--- src/rtl/usr_pkg.sv ---
// Shared types and constants for the universal shift register
// datapath and its serial receiver.
package usr_pkg;

  typedef enum logic [1:0] {
    IDLE,
    DATA,
    STOP,
    WAIT_HIGH
  } usr_rx_state_e;

  localparam logic DIR_LSB = 1'b0;
  localparam logic DIR_MSB = 1'b1;

  localparam int USR_WIDTH_DEFAULT = 4;

endpackage

--- src/rtl/usr_rx_shifter.sv ---
// Bidirectional assembly register with a saturating bit counter.
// o_last flags the final data bit; o_done flags a full word.
module usr_rx_shifter
  import usr_pkg::*;
#(
  parameter int WIDTH = USR_WIDTH_DEFAULT
) (
  input  logic             clc,
  input  logic             clear,
  input  logic             i_load,
  input  logic             i_shift,
  input  logic             i_dir,
  input  logic             i_bit,
  output logic [WIDTH-1:0] o_data,
  output logic             o_last,
  output logic             o_done
);

  localparam int CW = $clog2(WIDTH + 1);

  logic [CW-1:0]    r_cnt;
  logic [WIDTH-1:0] r_data;

  assign o_data = r_data;
  assign o_done = (r_cnt == CW'(WIDTH));
  assign o_last = (r_cnt == CW'(WIDTH - 1));

  // Clear on load, otherwise shift one bit in until the word is full.
  always_ff @(posedge clc or negedge clear) begin
    if (!clear) begin
      r_cnt  <= '0;
      r_data <= '0;
    end else if (i_load) begin
      r_cnt  <= '0;
      r_data <= '0;
    end else if (i_shift && !o_done) begin
      r_cnt <= r_cnt + 1'b1;
      if (i_dir == DIR_MSB)
        r_data <= {r_data[WIDTH-2:0], i_bit};
      else
        r_data <= {i_bit, r_data[WIDTH-1:1]};
    end
  end

endmodule

--- src/rtl/usr_serial_rx.sv ---
// Start/data/stop frame receiver with a one-word holding register,
// valid/ready output, sticky overrun and a framing-error pulse.
module usr_serial_rx
  import usr_pkg::*;
#(
  parameter int WIDTH = USR_WIDTH_DEFAULT
) (
  input  logic             clc,
  input  logic             clear,
  input  logic             ser_in,
  input  logic             ser_en,
  input  logic             dir,
  input  logic             out_ready,
  input  logic             ovr_clr,
  output logic [WIDTH-1:0] par_out,
  output logic             out_valid,
  output logic             overrun,
  output logic             frame_err
);

  usr_rx_state_e    r_state;
  usr_rx_state_e    w_next;
  logic             r_dir;
  logic [WIDTH-1:0] r_par;
  logic             r_valid;
  logic             r_ovr;
  logic             r_ferr;

  logic             w_load;
  logic             w_shift;
  logic             w_good;
  logic             w_bad;
  logic             w_accept;
  logic [WIDTH-1:0] w_data;
  logic             w_last;
  logic             w_done;

  usr_rx_shifter #(.WIDTH(WIDTH)) u_shifter (
    .clc    (clc),
    .clear  (clear),
    .i_load (w_load),
    .i_shift(w_shift),
    .i_dir  (r_dir),
    .i_bit  (ser_in),
    .o_data (w_data),
    .o_last (w_last),
    .o_done (w_done)
  );

  assign par_out   = r_par;
  assign out_valid = r_valid;
  assign overrun   = r_ovr;
  assign frame_err = r_ferr;

  // A finished word is taken if the slot is empty or being popped now.
  assign w_accept = !r_valid || out_ready;

  // State register plus the direction latched at the start bit.
  always_ff @(posedge clc or negedge clear) begin
    if (!clear) begin
      r_state <= IDLE;
      r_dir   <= DIR_LSB;
    end else begin
      r_state <= w_next;
      if (w_load)
        r_dir <= dir;
    end
  end

  // Next state and per-strobe control.
  always_comb begin
    w_next  = r_state;
    w_load  = 1'b0;
    w_shift = 1'b0;
    w_good  = 1'b0;
    w_bad   = 1'b0;
    unique case (r_state)
      IDLE: begin
        if (ser_en && !ser_in) begin
          w_load = 1'b1;
          w_next = DATA;
        end
      end
      DATA: begin
        if (ser_en) begin
          w_shift = 1'b1;
          if (w_last)
            w_next = STOP;
        end
      end
      STOP: begin
        if (ser_en && w_done) begin
          if (ser_in) begin
            w_good = 1'b1;
            w_next = IDLE;
          end else begin
            w_bad  = 1'b1;
            w_next = WAIT_HIGH;
          end
        end
      end
      WAIT_HIGH: begin
        if (ser_en && ser_in)
          w_next = IDLE;
      end
    endcase
  end

  // Holding register, handshake and status flags.
  always_ff @(posedge clc or negedge clear) begin
    if (!clear) begin
      r_par   <= '0;
      r_valid <= 1'b0;
      r_ovr   <= 1'b0;
      r_ferr  <= 1'b0;
    end else begin
      r_ferr <= w_bad;
      if (w_good && w_accept) begin
        r_par   <= w_data;
        r_valid <= 1'b1;
      end else if (r_valid && out_ready) begin
        r_valid <= 1'b0;
      end
      if (w_good && !w_accept)
        r_ovr <= 1'b1;
      else if (ovr_clr)
        r_ovr <= 1'b0;
    end
  end

endmodule

--- config.mk ---
export PLATFORM = sky130hd
export DESIGN_NAME = usr_serial_rx
export DESIGN_NICKNAME = d
export VERILOG_FILES = /design/src/rtl/usr_pkg.sv /design/src/rtl/usr_rx_shifter.sv /design/src/rtl/usr_serial_rx.sv
export SDC_FILE = /design/constraint.sdc
export NUM_CORES = 1
export LEC_CHECK = 0
export ABC_AREA = 1
export BUFFER_PORTS_ARGS = -buffer_cell sky130_fd_sc_hd__buf_2
export CORE_UTILIZATION = 55
export CTS_CLUSTER_DIAMETER = 120
export DETAILED_ROUTE_END_ITERATION = 8
export GPL_ROUTABILITY_DRIVEN = 0
export PLACE_DENSITY = 0.77
export REMOVE_ABC_BUFFERS = 1
export SLEW_MARGIN = 40
export SYNTH_ARGS = -nofsm -noshare
export SYNTH_HDL_FRONTEND = slang
export SYNTH_SLANG_ARGS = --single-unit
export TNS_END_PERCENT = 10
--- constraint.sdc ---
create_clock -name clc -period 3.55 [get_ports clc]
set_input_delay 0.5325 -clock clc [delete_from_list [all_inputs] [get_ports clc]]
set_output_delay 0.5325 -clock clc [all_outputs]
set_load 0.01 [all_outputs]
; ---- Word-level counts from Yosys, hierarchy flattened
; Cells that the tools add are included.
[totals]
output_inout_bits = 7
input_bits = 7
word_cells = 62
register_bits = 17
[op_classes]
n_eq_ne = 10
n_reduce_logical = 17
addsub = 1
mux = 26
[op_table]
columns = cell, count
row1 = 1-bit two-way mux, 14
row2 = 2-bit two-way mux, 6
row3 = 4-bit two-way mux, 3
row4 = "2-bit inequality test, second input constant", 4
row5 = 2-bit case mux with 4 select lines, 1
row6 = 1-bit logical AND, 7
row7 = 3-bit two-way mux, 2
row8 = 2-bit nonzero test, 3
row9 = 5-bit AND reduction, 1
row10 = "2-bit == test, second input constant", 2
row11 = 1-bit zero test, 4
row12 = "3-bit by 1-bit adder with 3-bit output, second input constant", 1
row13 = "3-bit by 2-bit == test with 1-bit output, second input constant", 1
row14 = "3-bit == test, second input constant", 1
row15 = "2-bit by 1-bit == test with 1-bit output, second input constant", 1
row16 = 2-bit zero test, 1
row17 = "2-bit by 1-bit inequality test with 1-bit output, second input constant", 1
row18 = 1-bit logical OR, 1

; ---- Depth between registers and ports, before layout
; Gate-level depths: netlist of run 1.
[depth]
ltp_word = 6
ltp_mapped = 8
mapped_depth_nobuf = 8

; ---- Cells and area by module
; Synthesis of run 1 repeated with hierarchy kept, for this count alone.
[hier_totals]
cells_unflattened = 120
hier_area_um2 = 912.1
[by_module_without_submodules]
columns = mod, seq_area_each_um2, cells_per_inst, instances, area_each_um2
row1 = usr_serial_rx, 250.2, 66, 1, 503.0
row2 = usr_rx_shifter, 175.2, 54, 1, 409.1

; ---- Worst setup path before layout of run 1
; Ideal clock, no wire load.
[synth_timing]
path_kind = flip-flop to flip-flop
from = reg u_shifter.r_cnt[0]
to = reg r_par[0] (netlist: par_out[0])
path_stages_with_launch = 8
path_buffers = 0
t_arrival_ns = 1.111
synth_period_minus_slack_ns = 1.234
required_time_ns = 3.427
setup_ns = 0.123
slack_ns = 2.316
path_cell_list = dfrtp_1 -> inv_1 -> ha_1 -> nand2_1 -> inv_1 -> nand3b_4 -> o21ai_0 -> nand2_1
[synth_via]
elab_chain_len = 5
[synth_rtl]
columns = item, line
row1 = "start, declared", usr_rx_shifter.sv:21  ; logic [CW-1:0] r_cnt;
row2 = "start signal, assigned", usr_rx_shifter.sv:37  ; r_cnt <= r_cnt + 1'b1;
row3 = 3-bit == test, usr_rx_shifter.sv:25  ; assign o_done = (r_cnt == CW'(WIDTH));
row4 = 1-bit logical AND, usr_serial_rx.sv:92  ; if (ser_en && w_done) begin
row5 = 1-bit two-way mux, usr_serial_rx.sv:92
row6 = 1-bit two-way mux, usr_serial_rx.sv:77  ; unique case (r_state)
row7 = 1-bit logical AND, usr_serial_rx.sv:118  ; if (w_good && w_accept) begin
row8 = "end signal, assigned", usr_serial_rx.sv:119  ; r_par <= w_data;
row9 = "end, declared", usr_serial_rx.sv:24  ; logic [WIDTH-1:0] r_par;
; Every way passes these cells.
; A chain may end at the register's enable or synchronous reset.

; ---- Worst setup path in the final report of run 1
[layout_timing]
from = reg u_shifter.r_cnt[0]
to = reg r_par[1] (netlist: par_out[1])
; The elaborated chain is that of the path after synthesis.

==> flow_summary.toml, run 1 <==
[setup_path]
crit_type = "reg2reg"
critPathBufInv = 2
cp_max_fo = 7
crit_path_cell_trace = "inv_1, ha_1, nand2_1, inv_1, nand3b_4, o21ai_0, nand2_1"
r2r-start = "u_shifter.r_cnt[0]"
arrival_ns = 1.53
required_ns = 3.73
worst_r2r_endpoint = "par_out[1]"
start_kind = "flip-flop"
slowest_delay_ns = 0.39
crit_slowest_cell = "dfrtp_1"
r2r_cells = 7
r2r_slack_ns = 2.20
path_delay_family = "flip-flops"
end_kind = "flip-flop"

[die]
fp.dieH_um = 41.5
ios = 14
dieArea_mm2 = 0.00173
die_x_um = 41.5
fp.coreArea_mm2 = 0.00138
start_util = 0.622
floorplan.rows = 13

[final_layout]
num_antenna_cells = 0
nFillCells = 111
utilization = 0.702
fin_cells = 133
regArea_um2 = 425
design_area_um2 = 971
finalNetCount = 129
final_layout_size_suffix_gt1_frac = 0.237
area.growth.synth_to_final_pct = 13.0
multi_input_area_um2 = 373

[clocking]
clockBufferDepth = 2
cts_buffers = 3
clk_latency_ns = 0.29
cts_setup_buffers = 0
root_buffer = "clkbuf_4"
cts-resized-gates = 0
cts_tree = "yes"
cts_hold_buf = 0
cts_max_level = 1
clkSinkCount = 17
clkTransAtPathRegs_ns = 0.10

[routing]
detail_route.wl_per_cell_um = 11.2
vias = 706
drc = 0
drt.antenna.violating_nets = 0
vias_per_cell = 5.31
totalWireLength_mm = 1.49
first_pass_iters = 4
drtIter0Drc = 12

[timing]
final_hold_viol_count = 0
slew_headroom = 0.718
tightestPinTransition_ns = 0.421
layout_worst_path_cycle_share = 0.381
finalMaxSlewViolations = 0
whs_ns = 0.141
post-route-worst-setup-slack_ns = 2.20
fin_setup_tns_ns = 0
setup_viol = 0
clock_skew_ns = 0.000837
fin_crit_ns = 1.35
rsz0062_at_grt = "false"
clock.fmax_mhz = 738

[yosys]
ys_ff_latch = 17
syn-cell-area_um2 = 860
synth-warning-count = 0
syn_inst = 101
ys_types = 19
avgSynthCellArea_um2 = 8.51
ys_seq_area_frac = 0.495

[global_route]
grt_pass1_wl_mm = 2.74
overflow = 0
first_global_vias = 692
grt_usage = 0.203
antenna_found_initial = 0
grt_busiest_layer = "met2"
use_met2 = 0.334
met3_usage = 0.0261
grt_use_met1 = 0.264
grt_max_degree = 18

[flow_run]
cap_violations = 0

[placement]
place_area_um2 = 943
place_ws_ns = 2.20
hpwl_mm = 1.13
io_buffers = 13
dp.cells = 129

[pwr]
powerDensity_mw_per_mm2 = 652
total_power_mw = 0.633
ir_drop_mv = 0.454
p_leak_nw = 0.560

[worst_hold_path]
hold_path.class = "in2async"

[status]
status = "completed"
[area by class of cell]
cell class,instances,area share
Sequential cell,17,0.438
Multi-Input combinational cell,68,0.384
Timing Repair Buffer,13,0.0670
Inverter,16,0.0631
Clock buffer,3,0.0232
Tap cell,15,0.0193
Clock inverter,1,0.00515
[cell usage after synthesis, drive strengths merged]
library cell / count / area share
nand2: 31 / 0.14
dfrtp: 17 / 0.49
inv: 15 / 0.065
o21ai: 10 / 0.063
nand3: 8 / 0.064
nor2: 7 / 0.045
ha: 3 / 0.044
o22ai: 3 / 0.022
a21oi: 2 / 0.012
a31oi: 2 / 0.015
clkinv: 1 / 0.0058
nand3b: 1 / 0.023
o21a: 1 / 0.0087
[per-layer routing]
| metal | part of all wire | wire length, µm | vias to the layer above |
|---|---|---|---|
| met3 | 0.047 | 70 | 2 |
| met1 | 0.48 | 721 | 323 |
| li1 | - | - | 360 |
| met4 | 0.010 | 15 | 0 |
| met5 | 0 | 0 | - |
| met2 | 0.46 | 683 | 21 |
[flip-flops by register name (all words and copies together), names as in the netlist]
name / cells
out_valid: 1
par_out: 4
u_shifter.r_cnt: 3
r_state: 2
r_dir: 1
u_shifter.o_data: 4
overrun: 1
frame_err: 1
[worst register-to-register path: stages, from the launching register on]
cell and delay (ns):
dfrtp_1 0.39, inv_1 0.12, ha_1 0.18, nand2_1 0.08, inv_1 0.11, nand3b_4 0.13
o21ai_0 0.17, nand2_1 0.07
[worst max path at each step]
stage	from	end	slack, ns	cells past startpoint
after CTS	u_shifter.r_cnt[0]	par_out[1]	2.19	7
after detailed placement	u_shifter.r_cnt[0]	par_out[1]	2.20	7
after floorplan	u_shifter.r_cnt[0]	par_out[0]	2.32	7
after global placement	ser_in	u_shifter.o_data[1]	2.22	5
after global routing	u_shifter.r_cnt[0]	par_out[1]	2.09	7
final	u_shifter.r_cnt[0]	par_out[1]	2.20	7
[logic make-up after synthesis]
logic type,share of synthesized area
AO/OA/AOI/OAI,0.119
adder cells (fa/ha/maj),0.0437
buffers and inverters,0.0713
flip-flops,0.495
AND/OR/NAND/NOR,0.271
[power breakdown]
group,switching (mW),total [mW],internal [mW]
Combinational,0.147,0.234,0.0864
Clock,0.0613,0.103,0.0419
Sequential,0.0493,0.296,0.246
Total,0.258,0.633,0.375
[layout by cell type, fill, tap and decap left out]
cell type and n:
a21oi_1 2, a31oi_1 2, buf_2 13, clkbuf_4 3, clkinv_2 2, dfrtp_1 17
ha_1 3, inv_1 14, inv_2 1, nand2_1 30, nand2_2 1, nand3_1 5
nand3_2 3, nand3b_4 1, nor2_1 4, nor2_2 2, nor2_4 1, o21a_1 1
o21ai_0 9, o21ai_2 1, o22ai_1 3
Power figures use the tool's default switching activity.
==> inputs of run 2 (changes only) <==
--- a/config.mk
+++ b/config.mk
@@ -7,11 +7,11 @@
 export LEC_CHECK = 0
 export ABC_AREA = 1
 export BUFFER_PORTS_ARGS = -buffer_cell sky130_fd_sc_hd__buf_2
-export CORE_UTILIZATION = 55
+export CORE_UTILIZATION = 48
 export CTS_CLUSTER_DIAMETER = 120
 export DETAILED_ROUTE_END_ITERATION = 8
 export GPL_ROUTABILITY_DRIVEN = 0
-export PLACE_DENSITY = 0.77
+export PLACE_DENSITY = 0.71
 export REMOVE_ABC_BUFFERS = 1
 export SLEW_MARGIN = 40
 export SYNTH_ARGS = -nofsm -noshare
==> constraint.sdc (replaced) <==
create_clock -name clc -period 1.2 [get_ports clc]
set_input_delay 0.18 -clock clc [delete_from_list [all_inputs] [get_ports clc]]
set_output_delay 0.18 -clock clc [all_outputs]
set_load 0.01 [all_outputs]
==> run 2 against run 1 <==
Compared with the run above: the flow now finishes with violations (setup timing); clock-buffer cell count up 1; critical endpoint is now par_out[2]; sequential share of layout area down 5.9 points; worst setup slack worse by 2.2 ns; utilization up 0.65 points; cell area up 16%; highest routed layer unchanged; largest cell class is now multi-input combinational cells; first-iteration DRC count up 75%; critical path depth unchanged.
==> flow_summary.toml, run 2 (synthesis results as in run 1) <==
[setup_path]
r2r_slack_ns = -0.03
required_ns = 1.37
r2r_cells = 7
cp_max_fo = 6
arrival_ns = 1.40
worst_r2r_endpoint = "par_out[2]"
crit_type = "reg2reg"
start_kind = "flip-flop"
critical_path.startpoint = "u_shifter.r_cnt[1]"
critPathCapture = "par_out[2]"
r2r-start = "u_shifter.r_cnt[1]"
end_kind = "flip-flop"

[placement]
place_ws_ns = -0.0853
io_buffers = 13
hpwl_mm = 1.20

[pwr]
p_leak_nw = 0.602
powerDensity_mw_per_mm2 = 1930
ir_drop_mv = 1.29

[final_layout]
final_common_cell = "nand2_1"
final_cell_mix = "nand2_1, dfrtp_1, buf_2"
finalNetCount = 136
num_antenna_cells = 0
area.growth.synth_to_final_pct = 31.4
final_layout_size_suffix_gt1_frac = 0.368
nFillCells = 124

[timing]
clock.fmax_mhz = 814
rsz0062_at_grt = "true"
clock_skew_ns = 0.00617
slew_headroom = 0.746
setup_viol = 5
post-route-worst-setup-slack_ns = -0.0280
final_hold_viol_count = 0
tightestPinTransition_ns = 0.380
fin_crit_ns = 1.23
layout_worst_path_cycle_share = 1.02
finalMaxSlewViolations = 0
fin_setup_tns_ns = -0.109

[clocking]
clkTransAtPathRegs_ns = 0.10
root_buffer = "clkbuf_4"
cts_tree = "yes"
cts_buffers = 3
clkSinkCount = 17
cts_max_level = 1
clk_latency_ns = 0.28
clockBufferDepth = 2

[die]
ios = 14
start_util = 0.539
fp.coreArea_mm2 = 0.00159
die_x_um = 44.3
floorplan.rows = 14
dieArea_mm2 = 0.00196
fp.dieH_um = 44.3

[global_route]
grt_max_degree = 18
overflow = 0
grt_pass1_wl_mm = 2.94
antenna_found_initial = 0
first_global_vias = 737
grt_usage = 0.202

[routing]
drc = 0
vias_per_cell = 4.97
totalWireLength_mm = 1.74
vias = 741
detail_route.wl_per_cell_um = 11.7
drt.antenna.violating_nets = 0
drtIter0Drc = 21
first_pass_iters = 4

[status]
violations = "setup timing"
status = "finished, violations left"

[worst_hold_path]
hold_path.class = "in2reg"

[flow_run]
cap_violations = 0
run 2: changes by cell type in the layout (fill, tap and decap cells not counted), sizes merged:
cell	delta
clkbuf	+1
clkinv	-2
buf	+6
dlygate4sd3	+1
inv	+1
run 2: cell type report:
cell class                 instances  area (µm²)  area share
sequential                        17         428       0.379
timing repair buffer              20         131       0.116
clock buffer                       4        26.3      0.0233
tap                               24        30.0      0.0266
inverter                          16        62.6      0.0554
multi-input combinational         68         452       0.400
run 2: stage by stage:
step / instances / total power [mW] / utilization / cell area, µm² / hold WS (ns)
after global routing: 149 / 2.37 / 0.709 / 1130 / 0.0709
after CTS: 149 / 2.10 / 0.688 / 1100 / 0.0698
after global placement: 143 / 1.60 / 0.622 / 992 / 0.114
after floorplan: 101 / 1.39 / - / 860 / -0.116
final: 149 / 2.18 / 0.709 / 1130 / 0.0800
after detailed placement: 143 / 1.63 / 0.622 / 992 / 0.120
run 2: repair_timing:
| item | CTS | global route |
|---|---|---|
| gates cloned | 0 | 0 |
| buffers inserted | 1 | 0 |
| pin swaps | 7 | 5 |
| endpoints found under the hold margin | 17 | 0 |
| setup endpoints to repair | 14 | 12 |
| hold buffers | 1 | 0 |
| gates resized for setup | 19 | 9 |
run 2: worst max-delay path, stage by stage, from the launching register on:
cell and delay (ns):
dfrtp_1 0.41, inv_2 0.09, ha_4 0.14, nand2_4 0.06
inv_2 0.07, nand3b_4 0.12, o21ai_1 0.15, nand2_1 0.07
run 2: where the power goes:
group	internal, mW	switching (mW)	leakage [nW]
clock	0.129	0.172	0.0150
combinational	0.430	0.542	0.366
sequential	0.735	0.175	0.222
total	1.29	0.889	0.602
run 2: worst min-delay path by stage:
stage                  from          to  slack [ns]  cells past startpoint
floorplan             clear   frame_err       -0.12                      0
global placement      clear  r_state[1]        0.11                      1
detailed placement    clear  r_state[0]        0.12                      1
CTS                 ovr_clr     overrun        0.07                      2
global route        ovr_clr     overrun        0.07                      2
finish              ovr_clr     overrun        0.08                      2
run 2: layer usage:
metal | up-vias | track usage | routed length, µm | share of wire
met4 | 0 | 0.0848 | 57 | 0.033
met3 | 6 | 0.0408 | 52 | 0.030
met2 | 19 | 0.356 | 848 | 0.49
met1 | 344 | 0.239 | 779 | 0.45
met5 | - | 0 | 0 | 0
li1 | 372 | - | - | -
